### src/rtl/dmem_resp_gen.sv
// Tracks each accepted ORAM backend command to completion and emits a one-cycle dmem response.
// Reads take the requested beat out of the returned block; writes wait for WriteDone.
module dmem_resp_gen #(
    parameter int                    BECMDWidth    = 2,
    parameter logic [BECMDWidth-1:0] BECMD_Read    = 1,
    parameter int                    FEDWidth      = 64,
    parameter int                    BeatsPerBlock = 8,
    parameter int                    OffsetWidth   = 3
) (
    input  logic                   Clock,
    input  logic                   Reset,
    input  logic                   InCmdValid,
    input  logic                   InCmdReady,
    input  logic [BECMDWidth-1:0]  InCmd,
    input  logic [OffsetWidth-1:0] InWordOffset,
    input  logic                   DataOutValid,
    output logic                   DataOutReady,
    input  logic [FEDWidth-1:0]    DataOut,
    input  logic                   WriteDone,
    output logic                   io_dmem_resp_valid,
    output logic [FEDWidth-1:0]    io_dmem_resp_data,
    output logic                   io_dmem_resp_is_write,
    output logic                   Busy,
    output logic                   Error
);
    localparam logic [OffsetWidth-1:0] LastBeat = OffsetWidth'(BeatsPerBlock - 1);

    typedef enum logic [1:0] {IDLE, WAIT_READ, WAIT_WRITE, RESP} state_t;

    state_t                 state, state_nxt;
    logic [OffsetWidth-1:0] beat_cnt;
    logic [OffsetWidth-1:0] word_off;
    logic [FEDWidth-1:0]    word;
    logic                   accept, beat, last_beat, cap_hit, err_now;

    assign accept    = InCmdValid & InCmdReady;
    assign beat      = DataOutValid & DataOutReady;
    assign last_beat = beat && (beat_cnt == LastBeat);
    assign cap_hit   = beat && (beat_cnt == word_off);

    assign DataOutReady       = (state == WAIT_READ);
    assign io_dmem_resp_valid = (state == RESP);
    assign Busy               = (state != IDLE);

    assign err_now = (accept && state != IDLE)
                   | (DataOutValid && state != WAIT_READ)
                   | (WriteDone && state != WAIT_WRITE);

    always_ff @(posedge Clock or negedge Reset) begin
        if (!Reset) state <= IDLE;
        else        state <= state_nxt;
    end

    always_comb begin
        state_nxt = state;
        case (state)
            IDLE:       if (accept) state_nxt = (InCmd == BECMD_Read) ? WAIT_READ : WAIT_WRITE;
            WAIT_READ:  if (last_beat) state_nxt = RESP;
            WAIT_WRITE: if (WriteDone) state_nxt = RESP;
            RESP:       state_nxt = IDLE;
            default:    state_nxt = IDLE;
        endcase
    end

    // Response data is registered on the way into RESP so it holds while the next command runs.
    always_ff @(posedge Clock or negedge Reset) begin
        if (!Reset) begin
            beat_cnt              <= '0;
            word_off              <= '0;
            word                  <= '0;
            io_dmem_resp_data     <= '0;
            io_dmem_resp_is_write <= 1'b0;
            Error                 <= 1'b0;
        end else begin
            Error <= Error | err_now;
            if (state == IDLE && accept) begin
                word_off <= InWordOffset;
                beat_cnt <= '0;
            end
            if (beat) begin
                beat_cnt <= beat_cnt + OffsetWidth'(1);
                if (cap_hit) word <= DataOut;
            end
            if (last_beat) begin
                io_dmem_resp_data     <= cap_hit ? DataOut : word;
                io_dmem_resp_is_write <= 1'b0;
            end
            if (state == WAIT_WRITE && WriteDone) begin
                word                  <= '0;
                io_dmem_resp_data     <= '0;
                io_dmem_resp_is_write <= 1'b1;
            end
        end
    end
endmodule

### config.mk
export PLATFORM = sky130hd
export DESIGN_NAME = dmem_resp_gen
export DESIGN_NICKNAME = d
export VERILOG_FILES = /design/src/rtl/dmem_resp_gen.sv
export SDC_FILE = /design/constraint.sdc
export NUM_CORES = 1
export LEC_CHECK = 0
export BUFFER_PORTS_ARGS = -buffer_cell sky130_fd_sc_hd__buf_4
export CORE_MARGIN = 1.5
export CORE_UTILIZATION = 44
export CTS_CLUSTER_SIZE = 8
export DETAILED_ROUTE_END_ITERATION = 6
export PLACE_DENSITY = 0.73
export SETUP_SLACK_MARGIN = 0.02
export SKIP_CTS_REPAIR_TIMING = 1
export SLEW_MARGIN = 10
export SYNTH_ARGS = -nofsm -noshare
export SYNTH_HDL_FRONTEND = slang
export SYNTH_SLANG_ARGS = --single-unit
export TNS_END_PERCENT = 10
### constraint.sdc
create_clock -name Clock -period 2.7 [get_ports Clock]
set_input_delay 0.405 -clock Clock [delete_from_list [all_inputs] [get_ports Clock]]
set_output_delay 0.405 -clock Clock [all_outputs]
set_load 0.005 [all_outputs]
[Word-level counts from Yosys, hierarchy flattened]
Cells that the tools add are included.
Storage, ports and cells
  bits in latches: 0
  register bits after elaboration: 138
  memories: 0
  bits in read-only memories: 0
  bits of input ports: 75
  bits in writable memories: 0
Cells by class
  equality and inequality tests: 11
  shifts and indexed selects: 0
  add/sub/neg operators: 1
  multipliers: 0
  divide/modulo/power cells: 0
  mux-type cells: 14
  bitwise logic cells: 5
  reductions and logical operators: 13
  magnitude comparators: 0
Operators with widths (number)
  $mux 64: 5
  $mux 2: 4
  $pmux 2 s4: 1
  $reduce_bool 2->1: 4
  $logic_and 1x1->1: 7
  $mux 3: 2
  $ne 2x2->1 const B: 3
  $eq 2x1->1 const B: 2
  $eq 2x2->1 const B: 2
  $ne 2x1->1 const B: 2
  $add 3x1->3 const B: 1
  $eq 3x3->1: 1
  $eq 3x3->1 const B: 1
  $or 1x1->1: 3
  $reduce_and 3->1: 1
  $and 1x1->1: 2
  $logic_not 2->1: 1
  $mux 1: 2

[Logic depth before layout (Yosys ltp)]
Gate-level depths: netlist of run 1.
  word-level depth: 6
  depth in mapped cells: 8
  mapped depth without buffers: 6

[Worst setup path after synthesis of run 1]
Ideal clock, no wire load.
  path type: register to register
  start: reg state[1]
  end: reg io_dmem_resp_data[10]
  stages on the path, launching flop included: 9
  path slack: 0.720 ns
  period minus slack after synthesis: 1.980 ns
  data required time: 2.563 ns
  arrival time: 1.843 ns
  cells stage by stage: dfrtp_1 -> inv_1 -> ha_1 -> nand2_2 -> nor4_2 -> buf_6 -> buf_12 -> mux2i_1 -> a21oi_1
Between the ends
  longest elaborated chain between the ends: 6
  elaborated cells on any way between the ends: 10
Ends and longest elaborated chain
  start, declared: line 30  | state_t state, state_nxt;
  start signal, assigned: line 51  | else state <= state_nxt;
  $eq 2x1->1 *: line 41  | assign DataOutReady = (state == WAIT_READ);
  net DataOutReady: line 17  | output logic DataOutReady,
  $and 1x1->1 *: line 37  | assign beat = DataOutValid & DataOutReady;
  $logic_and 1x1->1: line 39  | assign cap_hit = beat && (beat_cnt == word_off);
  $mux 64
  $mux 64: line 84  | if (last_beat) begin
  $mux 64: line 88  | if (state == WAIT_WRITE && WriteDone) begin
  end signal, assigned: line 85  | io_dmem_resp_data <= cap_hit ? DataOut : word;
  end, declared: line 21  | output logic [FEDWidth-1:0] io_dmem_resp_data,
The timed path passes the listed nets; every way through them passes the cells marked *. The select of a mux whose other input is x is not followed.
A chain may end at the register's enable or synchronous reset.

[Worst setup path after layout of run 1]
  start: reg state[1]
  end: reg io_dmem_resp_data[1]
Between the ends
  longest elaborated chain between the ends: 6
  elaborated cells on any way between the ends: 10
Ends and longest elaborated chain (line)
  $eq 2x1->1: 41
  $and 1x1->1: 37
  $logic_and 1x1->1: 39
  $mux 64
  $mux 64: 84
  $mux 64: 88
Several ways; a longest one is shown, not always the timed one. The select of a mux whose other input is x is not followed.

==> results of run 1 <==
worst max-delay path by stage:
stage / start / endpoint / cells after the start
after global routing: state[1] / io_dmem_resp_data[53] / 7
after global placement: state[1] / io_dmem_resp_data[9] / 7
after detailed placement: state[1] / io_dmem_resp_data[57] / 7
final: state[1] / io_dmem_resp_data[1] / 7
after CTS: state[1] / io_dmem_resp_data[29] / 7
after floorplan: state[1] / io_dmem_resp_data[10] / 8
cells in the final DEF, fill, tap and decap left out, drive strengths merged, types with 3 or more instances in the layout:
cell and count:
nor2 66, ha 7, nand3 7, mux2i 64
a21oi 64, buf 151, inv 6, mux2 3
o21ai 67, dfrtp 138, clkbuf 22, xor2 3
clkinvlp 3, nand2 7, bufinv 3, clkinv 4
synthesized netlist by cell type:
library cell | n | area [um2]
nor2_1 | 66 | 247.7
nand3_1 | 7 | 35.03
and3_2 | 1 | 7.510
dfrtp_1 | 138 | 3453
inv_1 | 6 | 22.52
nand2_2 | 1 | 6.260
o21ai_0 | 67 | 335.3
ha_1 | 7 | 87.58
a221oi_1 | 1 | 8.760
a31oi_1 | 1 | 6.260
buf_6 | 1 | 11.26
nand3b_1 | 1 | 7.510
clkbuf_1 | 24 | 90.09
nand2_1 | 6 | 22.52
nor4_2 | 1 | 12.51
o211ai_1 | 1 | 7.510
a21oi_1 | 64 | 320.3
mux2i_1 | 64 | 640.6
mux2_2 | 3 | 33.78
buf_1 | 3 | 11.26
buf_12 | 6 | 120.1
a222oi_1 | 1 | 10.01
nand2b_1 | 1 | 6.260
xor2_1 | 3 | 26.28
report_power, final:
part	switching [mW]	internal (mW)	leakage [nW]
clock	0.854	1.55	0.298
combinational	1.07	1.07	1.46
sequential	0.323	2.68	1.86
total	2.24	5.31	3.62
stage by stage:
step / total power, mW / utilization / hold slack (ns)
2_1_floorplan: 4.109 / - / 0.1094
3_3_place_gp: 5.092 / 0.5557 / 0.4299
3_5_place_dp: 5.179 / 0.5557 / 0.4357
4_1_cts: 7.625 / 0.6072 / -0.01082
5_1_grt: 8.022 / 0.6072 / 0.01205
6_report: 7.549 / 0.6072 / -0.01779
cell families after synthesis:
| kind of cell | count (synthesis) |
|---|---|
| simple gates | 84 |
| mux | 67 |
| xor+xnor | 3 |
| compound gates | 135 |
| buf+inv | 40 |
| fa+ha+maj | 7 |
| flops | 138 |
layer usage:
layer	GRT usage	vias up	wire, um
li1	-	1909	-
met1	0.2707	1947	5592
met2	0.3075	136	6061
met3	0.06326	12	773
met4	0.06008	0	143
met5	0	-	0
state kept, by name, summed over array words and instances, names as in the netlist:
name / flops
beat_cnt: 3
state: 2
word: 64
word_off: 3
io_dmem_resp_is_write: 1
Error: 1
io_dmem_resp_data: 64
layout make-up:
cell class / instances / share of cell area
well taps: 168 / 0.02858
flip-flops and latches: 138 / 0.4695
inverters: 6 / 0.003062
clock inverters: 10 / 0.01905
repair buffers: 151 / 0.1632
clock buffers: 22 / 0.06584
multi-input cells: 296 / 0.2508
==> impl_metrics.yaml, run 1 <==
sta:
  finalWorstSetupSlack_ns: 0.3292
  period_minus_slack_ns: 2.371
  final_max_slew_viol_count: 0
  setup_viol_count_final: 0
  max_slew_margin: 0.5972
  max_freq_mhz: 421.8
  final-hold-violation-count: 18
  final.hold.worst_slack_ns: -0.01779
  worstMarginPinSlew_ns: 0.6041
  setup_total_negative_slack_ns: 0
  final_min_period_over_clock_period: 0.8781
  fin_skew_ns: 0.007237
  rsz0062_at_grt: "no"
setup_path:
  setup.worst_path.start_class: "flip-flop"
  timing.critical_path.required_ns: 2.96
  worst_r2r_path_depth: 7
  class_of_the_most_critical_setup_path: "flip-flop to flip-flop"
  worstPathBufferInverterCount: 2
  worst_r2r_endpoint: "io_dmem_resp_data[1]"
  critical_path.endpoint_type: "flip-flop"
  ff2ff_setup_slack_ns: 0.33
  worst_r2r_startpoint: "state[1]"
  timing.critical_path.slowest_stage_cell: "nor4_4"
  timing.critical_path.cells: "inv_1 -> ha_1 -> nand2_2 -> nor4_4 -> buf_12 -> mux2i_1 -> a21oi_1"
  critical_path_arrival_ns: 2.63
  worstPathMaxFanout: 32
  critical_path.max_stage_delay_ns: 0.44
  cpLargestDelayFamily: "simple AND/OR/NAND/NOR gates"
drt:
  antenna_left: 0
  drt-total-wl_mm: 12.57
  dr_total_vias: 4004
  drtIter0Drc: 163
  via_per_inst: 5.062
  drt_pass1_iterations: 5
  wl_per_cell_um: 15.89
  drc: 0
clock_tree:
  h-tree-depth: 4
  clock_tree_from_tritoncts: "built"
  cts.sinks: 138
  numCtsBuffers: 17
  clk_pin_slew_worst_paths_ns: 0.06
  clock_tree.root_cell: "clkbuf_16"
  cts-root-to-sink-buffers: 2
  clk_latency_ns: 0.41
finish:
  final_area_mm2: 0.007355
  layout.nets: 692
  nFillCells: 1017
  layout.area.seq_mm2: 0.003453
  antenna_cells: 0
  multi_input_comb_area_mm2: 0.001844
  drive_gt1_frac: 0.3050
  layoutNonFillerInstCount: 791
  areaGrowthSynthToFinish_pct: 32.99
synthesis:
  synthesis.nets: 556
  post_synth_instance_area_mm2: 0.005530
  post_synth_mux_area_share: 0.1219
  synth-seq-cells: 138
  ys_warn_count: 0
  synth_top_family_by_area: "compound AO/OA/AOI/OAI gates"
  post_synth_and_or_nand_nor_area_fraction: 0.06244
  post_synth_inst_count: 474
  synth-xor-area-share: 0.004751
  synth_compound_area_frac: 0.1244
  avgSynthCellArea_um2: 11.67
  post_synth_fa_ha_maj_area_fraction: 0.01584
  synth_cell_type_count: 24
  synth_sequential_area_ratio: 0.6244
floorplanning:
  row_count: 40
  num_io_pins: 144
  dieHeight_um: 115.1
  initial_standard_cell_utilization_of_the_core: 0.4566
  die_area_mm2: 0.01325
  die_width_um: 115.1
  core_area_mm2: 0.01211
pwr:
  max-vdd-ir-drop_mv: 0.5170
  power_density_mw_per_mm2: 1026
  power.leakage_nw: 3.616
min_path:
  hold_path_class: "input pin to async pin"
grt:
  grt_antenna_before_repair: 0
  grt_start_max_net_pins: 67
  grt_remaining_overflow: 0
  first_pass_grt_wire_length_mm: 20.58
  gr-usage-all-layers: 0.1990
  first_global_vias: 4113
run:
  max_cap_viol_count: 0
placed_design:
  buffer_ports.inserted: 143
  hpwl_mm: 7.868
  place_inst: 759
  pre_cts_ws_ns: 0.3799
  gp_congestion: 0.7299
  detailed_place.area_mm2: 0.006730
status:
  violations_in_the_final_reports: "negative hold slack"
  outcome: "complete, but fails checks"
No activity file was read; power rests on OpenSTA's default activity.
==> inputs of run 2 (changes only) <==
- PLACE_DENSITY: 0.73 -> unset
- PLACE_DENSITY_LB_ADDON: unset -> 0.25
==> impl_metrics.yaml, run 2 (synthesis gave the netlist of run 1 again) <==
grt:
  first_global_vias: 4117
  grt.busiest_layer: "met2"
  grt_use_met1: 0.2631
  gr-usage-all-layers: 0.2026
  globalRouteMet3Util: 0.06168
  met2_usage: 0.3226
  grt_antenna_before_repair: 0
  first_pass_grt_wire_length_mm: 20.67
  grt_start_max_net_pins: 69
  grt_remaining_overflow: 0
floorplanning:
  core_area_mm2: 0.01211
  initial_standard_cell_utilization_of_the_core: 0.4566
  die_width_um: 115.1
  num_io_pins: 144
  dieHeight_um: 115.1
  row_count: 40
  die_area_mm2: 0.01325
setup_path:
  critical_path_arrival_ns: 2.60
  critical_path.endpoint_type: "flip-flop"
  class_of_the_most_critical_setup_path: "flip-flop to flip-flop"
  critical_path.max_stage_delay_ns: 0.43
  timing.critical_path.slowest_stage_cell: "nor4_4"
  worst_r2r_path_depth: 7
  ff2ff_setup_slack_ns: 0.35
  setup.worst_path.start_class: "flip-flop"
  worst_r2r_startpoint: "state[1]"
  worst_r2r_endpoint: "io_dmem_resp_data[1]"
  timing.critical_path.cells: "inv_1 -> ha_1 -> nand2_2 -> nor4_4 -> buf_12 -> mux2i_1 -> a21oi_1"
  worstPathMaxFanout: 37
  timing.critical_path.required_ns: 2.95
placed_design:
  buffer_ports.inserted: 143
  detailed_place.area_mm2: 0.006725
  gp_congestion: 0.8063
  place_inst: 760
  hpwl_mm: 8.120
sta:
  fin_skew_ns: 0.007598
  rsz0062_at_grt: "no"
  max_freq_mhz: 426.0
  setup_total_negative_slack_ns: 0
  final_max_slew_viol_count: 0
  final.hold.worst_slack_ns: 0.2353
  final-hold-violation-count: 0
  final_min_period_over_clock_period: 0.8695
  worstMarginPinSlew_ns: 0.6199
  period_minus_slack_ns: 2.348
  max_slew_margin: 0.5868
  setup_viol_count_final: 0
drt:
  drt_pass1_iterations: 4
  drc: 0
  dr_total_vias: 4055
  antenna_left: 0
  via_per_inst: 5.113
  drt-total-wl_mm: 12.96
  wl_per_cell_um: 16.34
  drtIter0Drc: 196
clock_tree:
  clock_tree.root_cell: "clkbuf_16"
  clk_pin_slew_worst_paths_ns: 0.06
  h-tree-depth: 4
  numCtsBuffers: 17
  clock_tree_from_tritoncts: "built"
  clk_latency_ns: 0.41
  cts.sinks: 138
  cts-root-to-sink-buffers: 2
pwr:
  p_int_mw: 5.399
  p_total_mw: 7.648
  power_density_mw_per_mm2: 1036
  switching_share: 0.2941
  power.leakage_nw: 3.636
  p_clk_frac: 0.327
  seq_power_share: 0.392
  max-vdd-ir-drop_mv: 0.4212
  p_switching_mw: 2.249
  pwr-share-comb: 0.281
finish:
  layoutNonFillerInstCount: 793
  layout.area.seq_mm2: 0.003453
  antenna_cells: 0
  areaGrowthSynthToFinish_pct: 33.48
  largest_regs: "io_dmem_resp_data: 64 flops, word: 64 flops"
  drive_gt1_frac: 0.3056
  final_area_mm2: 0.007382
  layout.nets: 694
  multi_input_comb_area_mm2: 0.001844
  layout_commonest_cell: "buf_4"
  layout_common_cells: "147 x buf_4, 138 x dfrtp_1, 67 x o21ai_0, 65 x nor2_1"
  nFillCells: 1013
min_path:
  hold-path-cell-count: 2
  hold_path_class: "input pin to flip-flop"
  min_to: "word_off[1]"
  holdCritStartpoint: "InWordOffset[1]"
run:
  max_cap_viol_count: 0
status:
  outcome: "complete, no violations"
[run 2: changes by cell type in the layout (fill, tap and decap cells not counted)]
cell / delta
buf_4: +2
buf_12: -1
bufinv_16: +1
clkinv_4: -1
clkinvlp_4: -1
dlygate4sd3_1: +1
inv_6: +1
[run 2: layer usage]
metal  vias to the layer above  part of all wire
li1                       1915                 -
met2                       125              0.47
met1                      1998              0.46
met3                        17             0.059
met5                         -                 0
met4                         0             0.017
[run 2: worst max-delay path by stage]
| stage | from | end | slack [ns] | cells past startpoint |
|---|---|---|---|---|
| 6_report | state[1] | io_dmem_resp_data[1] | 0.35 | 7 |
| 3_5_place_dp | state[1] | io_dmem_resp_data[24] | 0.38 | 7 |
| 2_1_floorplan | state[1] | io_dmem_resp_data[10] | 0.72 | 8 |
| 3_3_place_gp | state[1] | io_dmem_resp_data[23] | 0.44 | 7 |
| 4_1_cts | state[1] | io_dmem_resp_data[1] | 0.35 | 7 |
| 5_1_grt | state[1] | io_dmem_resp_data[62] | 0.19 | 7 |
[run 2: cell type report]
cell class / instances / share of cell area
clock buffer: 22 / 0.06559
clock inverter: 10 / 0.02203
inverter: 6 / 0.003051
multi-input combinational: 296 / 0.2498
sequential: 138 / 0.4678
tap: 168 / 0.02847
timing repair buffer: 153 / 0.1632
[run 2: stage by stage]
step / setup slack [ns] / util
3_3_place_gp: 0.4416 / 0.5553
2_1_floorplan: 0.7201 / -
5_1_grt: 0.1857 / 0.6095
4_1_cts: 0.3542 / 0.6087
3_5_place_dp: 0.3792 / 0.5553
6_report: 0.3524 / 0.6095
[run 2: critical path: cells and delay by family, from the launching register on]
kind / cells / cell delay (ns)
simple gates: 2 / 0.58
buf+inv: 2 / 0.45
flops: 1 / 0.40
fa+ha+maj: 1 / 0.33
mux: 1 / 0.30
compound gates: 1 / 0.11
[run 2: power by group through the flow]
stage	Sequential [mW]	Combinational, mW	Clock, mW
2_1_floorplan	2.99	1.12	0
3_3_place_gp	3.00	2.09	0
4_1_cts	3.00	2.18	2.54
5_1_grt	3.07	2.39	2.63
3_5_place_dp	3.02	2.17	0
6_report	3.00	2.15	2.50
